--- src/rtl/csa_mult_seq_ctrl_if.sv ---
// Operand/result handshake bundle for the sequential carry-save multiplier.
// The master side supplies operands and accepts products; the slave side is the multiplier.
interface csa_mult_seq_ctrl_if #(
   parameter int MAX_MLTCND_BITS = 12,
   parameter int MAX_MLTPLR_BITS = 9
);
   logic                                       in_valid;
   logic                                       in_ready;
   logic [MAX_MLTCND_BITS-1:0]                 mltcnd;
   logic [MAX_MLTPLR_BITS-1:0]                 mltplr;
   logic                                       abort;
   logic                                       out_valid;
   logic                                       out_ready;
   logic [MAX_MLTCND_BITS+MAX_MLTPLR_BITS-1:0] mult_out;
   logic                                       busy;

   modport master (
      output in_valid, mltcnd, mltplr, abort, out_ready,
      input  in_ready, out_valid, mult_out, busy
   );

   modport slave (
      input  in_valid, mltcnd, mltplr, abort, out_ready,
      output in_ready, out_valid, mult_out, busy
   );
endinterface

--- src/rtl/csa_mult_seq_ctrl.sv ---
// Sequential unsigned multiplier: one reused carry-save row folds a multiplier bit per cycle,
// then a single carry-propagate add resolves the redundant sum/carry pair.
module csa_mult_seq_ctrl #(
   parameter int MAX_MLTCND_BITS = 12,
   parameter int MAX_MLTPLR_BITS = 9
) (
   input logic                clk,
   input logic                rst_n,
   csa_mult_seq_ctrl_if.slave bus
);
   localparam int M  = MAX_MLTCND_BITS;
   localparam int N  = MAX_MLTPLR_BITS;
   localparam int CW = $clog2(N + 1);

   typedef enum logic [1:0] {IDLE, ACCUM, RESOLVE, DONE} state_t;

   state_t          state;
   state_t          state_next;
   logic [M-1:0]    a;
   logic [M-1:0]    s;
   logic [M-1:0]    c;
   logic [N-1:0]    b;
   logic [N-1:0]    p_lo;
   logic [CW-1:0]   cnt;
   logic [M+N-1:0]  mult_q;

   logic [M-1:0]    pp;
   logic [M-1:0]    s_half;
   logic [M-1:0]    s_next;
   logic [M-1:0]    c_next;
   logic [M-1:0]    upper;
   logic [M+N-1:0]  product;
   logic            accept;
   logic            last;

   assign bus.in_ready  = (state == IDLE) || ((state == DONE) && bus.out_ready);
   assign bus.out_valid = (state == DONE);
   assign bus.busy      = (state == ACCUM) || (state == RESOLVE);
   assign bus.mult_out  = mult_q;

   assign accept = bus.in_valid && bus.in_ready;
   assign last   = (cnt == CW'(N - 1));

   // S is realigned one place right each cycle while C keeps its position, so the
   // upper half of the product never exceeds M bits and the final add cannot carry out.
   always_comb begin
      pp      = b[0] ? a : '0;
      s_half  = {1'b0, s[M-1:1]};
      s_next  = pp ^ s_half ^ c;
      c_next  = (pp & s_half) | (pp & c) | (s_half & c);
      upper   = s_half + c;
      product = {upper, s[0], p_lo[N-1:1]};
   end

   always_ff @(posedge clk or negedge rst_n) begin
      if (!rst_n) begin
         state <= IDLE;
      end else begin
         state <= state_next;
      end
   end

   always_comb begin
      state_next = state;
      case (state)
         IDLE:    if (accept) state_next = ACCUM;
         ACCUM: begin
            if (bus.abort)  state_next = IDLE;
            else if (last)  state_next = RESOLVE;
         end
         RESOLVE: state_next = bus.abort ? IDLE : DONE;
         DONE: begin
            if (bus.out_ready) state_next = accept ? ACCUM : IDLE;
         end
         default: state_next = IDLE;
      endcase
   end

   // The result register only changes on a completed RESOLVE, so it holds through IDLE and aborts.
   always_ff @(posedge clk or negedge rst_n) begin
      if (!rst_n) begin
         a      <= '0;
         b      <= '0;
         s      <= '0;
         c      <= '0;
         p_lo   <= '0;
         cnt    <= '0;
         mult_q <= '0;
      end else begin
         if (accept) begin
            a    <= bus.mltcnd;
            b    <= bus.mltplr;
            s    <= '0;
            c    <= '0;
            p_lo <= '0;
            cnt  <= '0;
         end else if ((state == ACCUM) && !bus.abort) begin
            s    <= s_next;
            c    <= c_next;
            p_lo <= {s[0], p_lo[N-1:1]};
            b    <= b >> 1;
            cnt  <= cnt + CW'(1);
         end
         if ((state == RESOLVE) && !bus.abort) begin
            mult_q <= product;
         end
      end
   end
endmodule

--- src/flat_wrapper.sv ---
// flat-port wrapper written by rule: the top's interface ports become plain ports
module csa_mult_seq_ctrl_flat 
#(
   parameter int MAX_MLTCND_BITS = 12,
   parameter int MAX_MLTPLR_BITS = 9
)
  (clk, rst_n, bus_in_valid, bus_mltcnd, bus_mltplr, bus_abort, bus_out_ready, bus_in_ready, bus_out_valid, bus_mult_out, bus_busy);
  csa_mult_seq_ctrl_if #(.MAX_MLTCND_BITS(MAX_MLTCND_BITS), .MAX_MLTPLR_BITS(MAX_MLTPLR_BITS)) bus_i ();
  input logic clk;
  input logic rst_n;
  input wire logic [$bits(bus_i.in_valid)-1:0] bus_in_valid;
  input wire logic [$bits(bus_i.mltcnd)-1:0] bus_mltcnd;
  input wire logic [$bits(bus_i.mltplr)-1:0] bus_mltplr;
  input wire logic [$bits(bus_i.abort)-1:0] bus_abort;
  input wire logic [$bits(bus_i.out_ready)-1:0] bus_out_ready;
  output wire logic [$bits(bus_i.in_ready)-1:0] bus_in_ready;
  output wire logic [$bits(bus_i.out_valid)-1:0] bus_out_valid;
  output wire logic [$bits(bus_i.mult_out)-1:0] bus_mult_out;
  output wire logic [$bits(bus_i.busy)-1:0] bus_busy;
  assign bus_i.in_valid = bus_in_valid;
  assign bus_i.mltcnd = bus_mltcnd;
  assign bus_i.mltplr = bus_mltplr;
  assign bus_i.abort = bus_abort;
  assign bus_i.out_ready = bus_out_ready;
  assign bus_in_ready = bus_i.in_ready;
  assign bus_out_valid = bus_i.out_valid;
  assign bus_mult_out = bus_i.mult_out;
  assign bus_busy = bus_i.busy;
  csa_mult_seq_ctrl #(.MAX_MLTCND_BITS(MAX_MLTCND_BITS), .MAX_MLTPLR_BITS(MAX_MLTPLR_BITS)) u_core (.clk(clk), .rst_n(rst_n), .bus(bus_i));
endmodule
--- config.mk ---
export PLATFORM = sky130hd
export DESIGN_NAME = csa_mult_seq_ctrl_flat
export DESIGN_NICKNAME = d
export VERILOG_FILES = /design/src/rtl/csa_mult_seq_ctrl_if.sv /design/src/rtl/csa_mult_seq_ctrl.sv /design/src/flat_wrapper.sv
export SDC_FILE = /design/constraint.sdc
export NUM_CORES = 1
export LEC_CHECK = 0
export ABC_AREA = 0
export BUFFER_PORTS_ARGS = -buffer_cell sky130_fd_sc_hd__clkbuf_2
export CORE_ASPECT_RATIO = 0.5
export CORE_MARGIN = 5
export CORE_UTILIZATION = 55
export CTS_CLUSTER_SIZE = 28
export DETAILED_ROUTE_END_ITERATION = 16
export GPL_ROUTABILITY_DRIVEN = 0
export GPL_TIMING_DRIVEN = 0
export PLACE_DENSITY = 0.73
export SKIP_LAST_GASP = 1
export SYNTH_ARGS = -nofsm -noshare
export SYNTH_HDL_FRONTEND = slang
export SYNTH_SLANG_ARGS = --single-unit
--- constraint.sdc ---
create_clock -name clk -period 2.8 [get_ports clk]
set_clock_uncertainty 0.05 [all_clocks]
set_input_delay 0.28 -clock clk [delete_from_list [all_inputs] [get_ports clk]]
set_output_delay 0.28 -clock clk [all_outputs]
set_load 0.01 [all_outputs]
==> results.md <==
* Flop and latch count out of synthesis at 80
* WL/cell at 15.3 um
* Vias/cell at 5.31
* GR Util All Layers at 20.7%
* CP max stage delay at approximately 0.46 ns
* Fraction of layout instances using a drive strength above 1 at 19.3%
* RSZ-0062 raised after global routing: false
* Post-layout min period at 2.21 ns
* Drc violations at 0
* Starting DRT DRC Count at ~260
* First-pass GRT wire length at 15200 um
* Syn avg cell area at between 9 and 10 um^2
* Post-synth EDFFs at 0
* VDD IR max at 0.604 mV
* Final Non-Filler Cells at between 600 and 700
* Final Cycle Share at around four fifths
* Top Ports at 50
* CP max stage cell: a311oi_2
* # rows at 22
* Fmax at 452 MHz
* DIE WIDTH at 134 um
* CP Max Fanout at 5
* Leakage dissipation at 2.37 nW
* Ys async rst share at 100%
* Initial Util at a little under three fifths
* Antenna violations before repair at 0
* WP data required at 2.96 ns
* Worst slew pin tran at roughly 0.62 ns
* HP Class: in2reg
* Synth Cell Area at 0.00422 mm^2
* Number of CTS-inserted buffers at 9
* Count leader, synth: nand2_1
* Post-CTS Resized at 0
* Core Util, Final at 66.5%
* Height of the die at 71.9 um
* Yosys top cell by area: dfrtp_1
* Crit end category: flip-flop
* Power Total at 4.79 mW
* Final Cell Area at 0.00492 mm^2
* Reg clk slew, reported paths at 0.06 ns
* Vias post-DR at 3210
* IO buf count at 49
* Relative slew slack at 58.4%
* Sink Count at 80
* Antenna Nets Post-Route at 0
* # H-tree levels at 3
* Synthesis-to-finish area growth at 16.7%
* CTS tree: built
* Worst-case clock buffer depth at 2
* Critical path type: reg2reg
* Max_cap viols at 0
* Register area share after synthesis at 47.4%
* TritonRoute pass-1 iters at 5
* CP cell instances: ha_1, fa_1, a21o_2, a311oi_2, o31a_1, nand3_1
* Total grt overflow at 0
* Power per cell area at 974 mW/mm^2
* Final nets at 562
* Top cells by area, synth: dfrtp_1 47%, nand2_1 8.1%, fa_1 5.7%
* Post-Place Cells at 589
* Synth Flop Type: dfrtp_1
* Slew Limit Fails at 0
* Area after DPL at about 0.0046 mm^2
* Yosys top cell area share at 47.4%
* Diodes inserted at 0
* Die Footprint at 0.00963 mm^2
* Yosys warnings at 0
* Outcome: finished, final reports clean
* Post-synthesis cell type count at 43
* Vias in the first global route at 3021
* Setup-failing EPs final at 0
* Largest net degree at the start of global routing at 42
* Commonest cells in the netlist: 91 x nand2_1, 80 x dfrtp_1, 42 x nor2_1, 35 x a21oi_1, 28 x inv_1
* Syn Nets at 500
* Fin. Hold Viols at 0
* CP Launch Type: flip-flop
* Syn Inst Count at 443
* WL final at 9230 um
* Hpwl dp at 6690 um
* Core area at 0.00740 mm^2
* Root buf cell: clkbuf_16
* Worst path arrival time at 2.38 ns
* Worst-Skew Late Latency at roughly 0.34 ns
* Setup total negative slack at 0 ns
cells by family after synthesis:
kind of cell    Yosys count  synth area share (%)
xor+xnor                  7                  1.45
compound gates           86                  12.5
fa+ha+maj                31                  11.3
flops                    80                  47.4
simple gates            162                  16.0
buf+inv                  55                  5.69
mux                      22                  5.58
layer usage:
metal | vias to the layer above | track usage (%) | wire [um]
li1 | 1602 | - | -
met1 | 1502 | 31.4 | 4810
met2 | 97 | 28.6 | 3700
met3 | 9 | 6.72 | 622
met4 | 0 | 5.13 | 101
met5 | - | 0 | 0
cells in the final DEF, fill, tap and decap left out, types with 3 or more instances in the layout:
master,count
fa_1,12
buf_2,11
clkbuf_1,10
ha_1,19
nand3_1,5
dfrtp_1,80
mux2_2,12
inv_1,28
nand2_1,91
nor2_1,42
clkbuf_2,49
or3_1,3
xnor2_1,3
o21ai_0,24
a211oi_1,12
clkbuf_8,3
nor3_1,5
xor2_1,4
a21oi_1,35
nand4_1,4
clkbuf_16,9
mux2i_1,10
worst max-delay path, delay by kind of cell, from the launching register on:
| family | cells | cell delay (ns) |
|---|---|---|
| adder cells (fa/ha/maj) | 2 | 0.65 |
| AND/OR/NAND/NOR | 1 | 0.07 |
| flip-flops | 1 | 0.40 |
| AO/OA/AOI/OAI | 3 | 0.92 |
stage by stage:
stage	hold WS, ns	worst slack (ns)
final	0.0954	0.588
after global placement	0.405	0.613
after detailed placement	0.281	0.593
after global routing	0.0976	0.477
after CTS	0.0886	0.594
after floorplan	-0.0656	0.803
report_power, final:
group	switching, mW	internal (mW)
sequential	0.267	1.54
combinational	1.06	0.729
clock	0.444	0.755
area by class of cell:
type	instances	area, um^2
Timing Repair Buffer	51	278
Buffer	27	135
Sequential cell	80	2000
Multi-Input combinational cell	308	1980
Tap cell	96	120
Clock buffer	12	267
Clock inverter	3	40.0
Fill cell	608	2480
Inverter	28	105
flip-flops by register name (all words and copies together) (netlist names):
signal and cells:
u_core.c 12, u_core.a 12, u_core.cnt 4, u_core.s 12, u_core.state 2, u_core.b 9, u_core.bus.mult_out 21, u_core.p_lo 8
timing repair:
action | in CTS | in global routing
setup buffers | 0 | 0
endpoints found under the hold margin | 40 | 0
hold buffers | 1 | 0
worst paths after layout:
check | start | to | slack (ns) | depth (start not counted)
setup / recovery | u_core.c[0]$_DFFE_PN0P_ | u_core.bus.mult_out[19]$_DFFE_PN0P_ | 0.59 | 6
hold / removal | bus_mltplr[2] | u_core.b[2]$_DFFE_PN0P_ | 0.1 | 3
setup reg to reg | u_core.c[0]$_DFFE_PN0P_ | u_core.bus.mult_out[19]$_DFFE_PN0P_ | 0.59 | 6
hold reg to reg | u_core.bus.mult_out[9]$_DFFE_PN0P_ | u_core.bus.mult_out[9]$_DFFE_PN0P_ | 0.42 | 2
max in group asynchronous | rst_n | u_core.s[0]$_DFFE_PN0P_ | 1.63 | 3
min in group asynchronous | rst_n | u_core.b[8]$_DFFE_PN0P_ | 0.45 | 2
No activity file was read; power rests on OpenSTA's default activity.
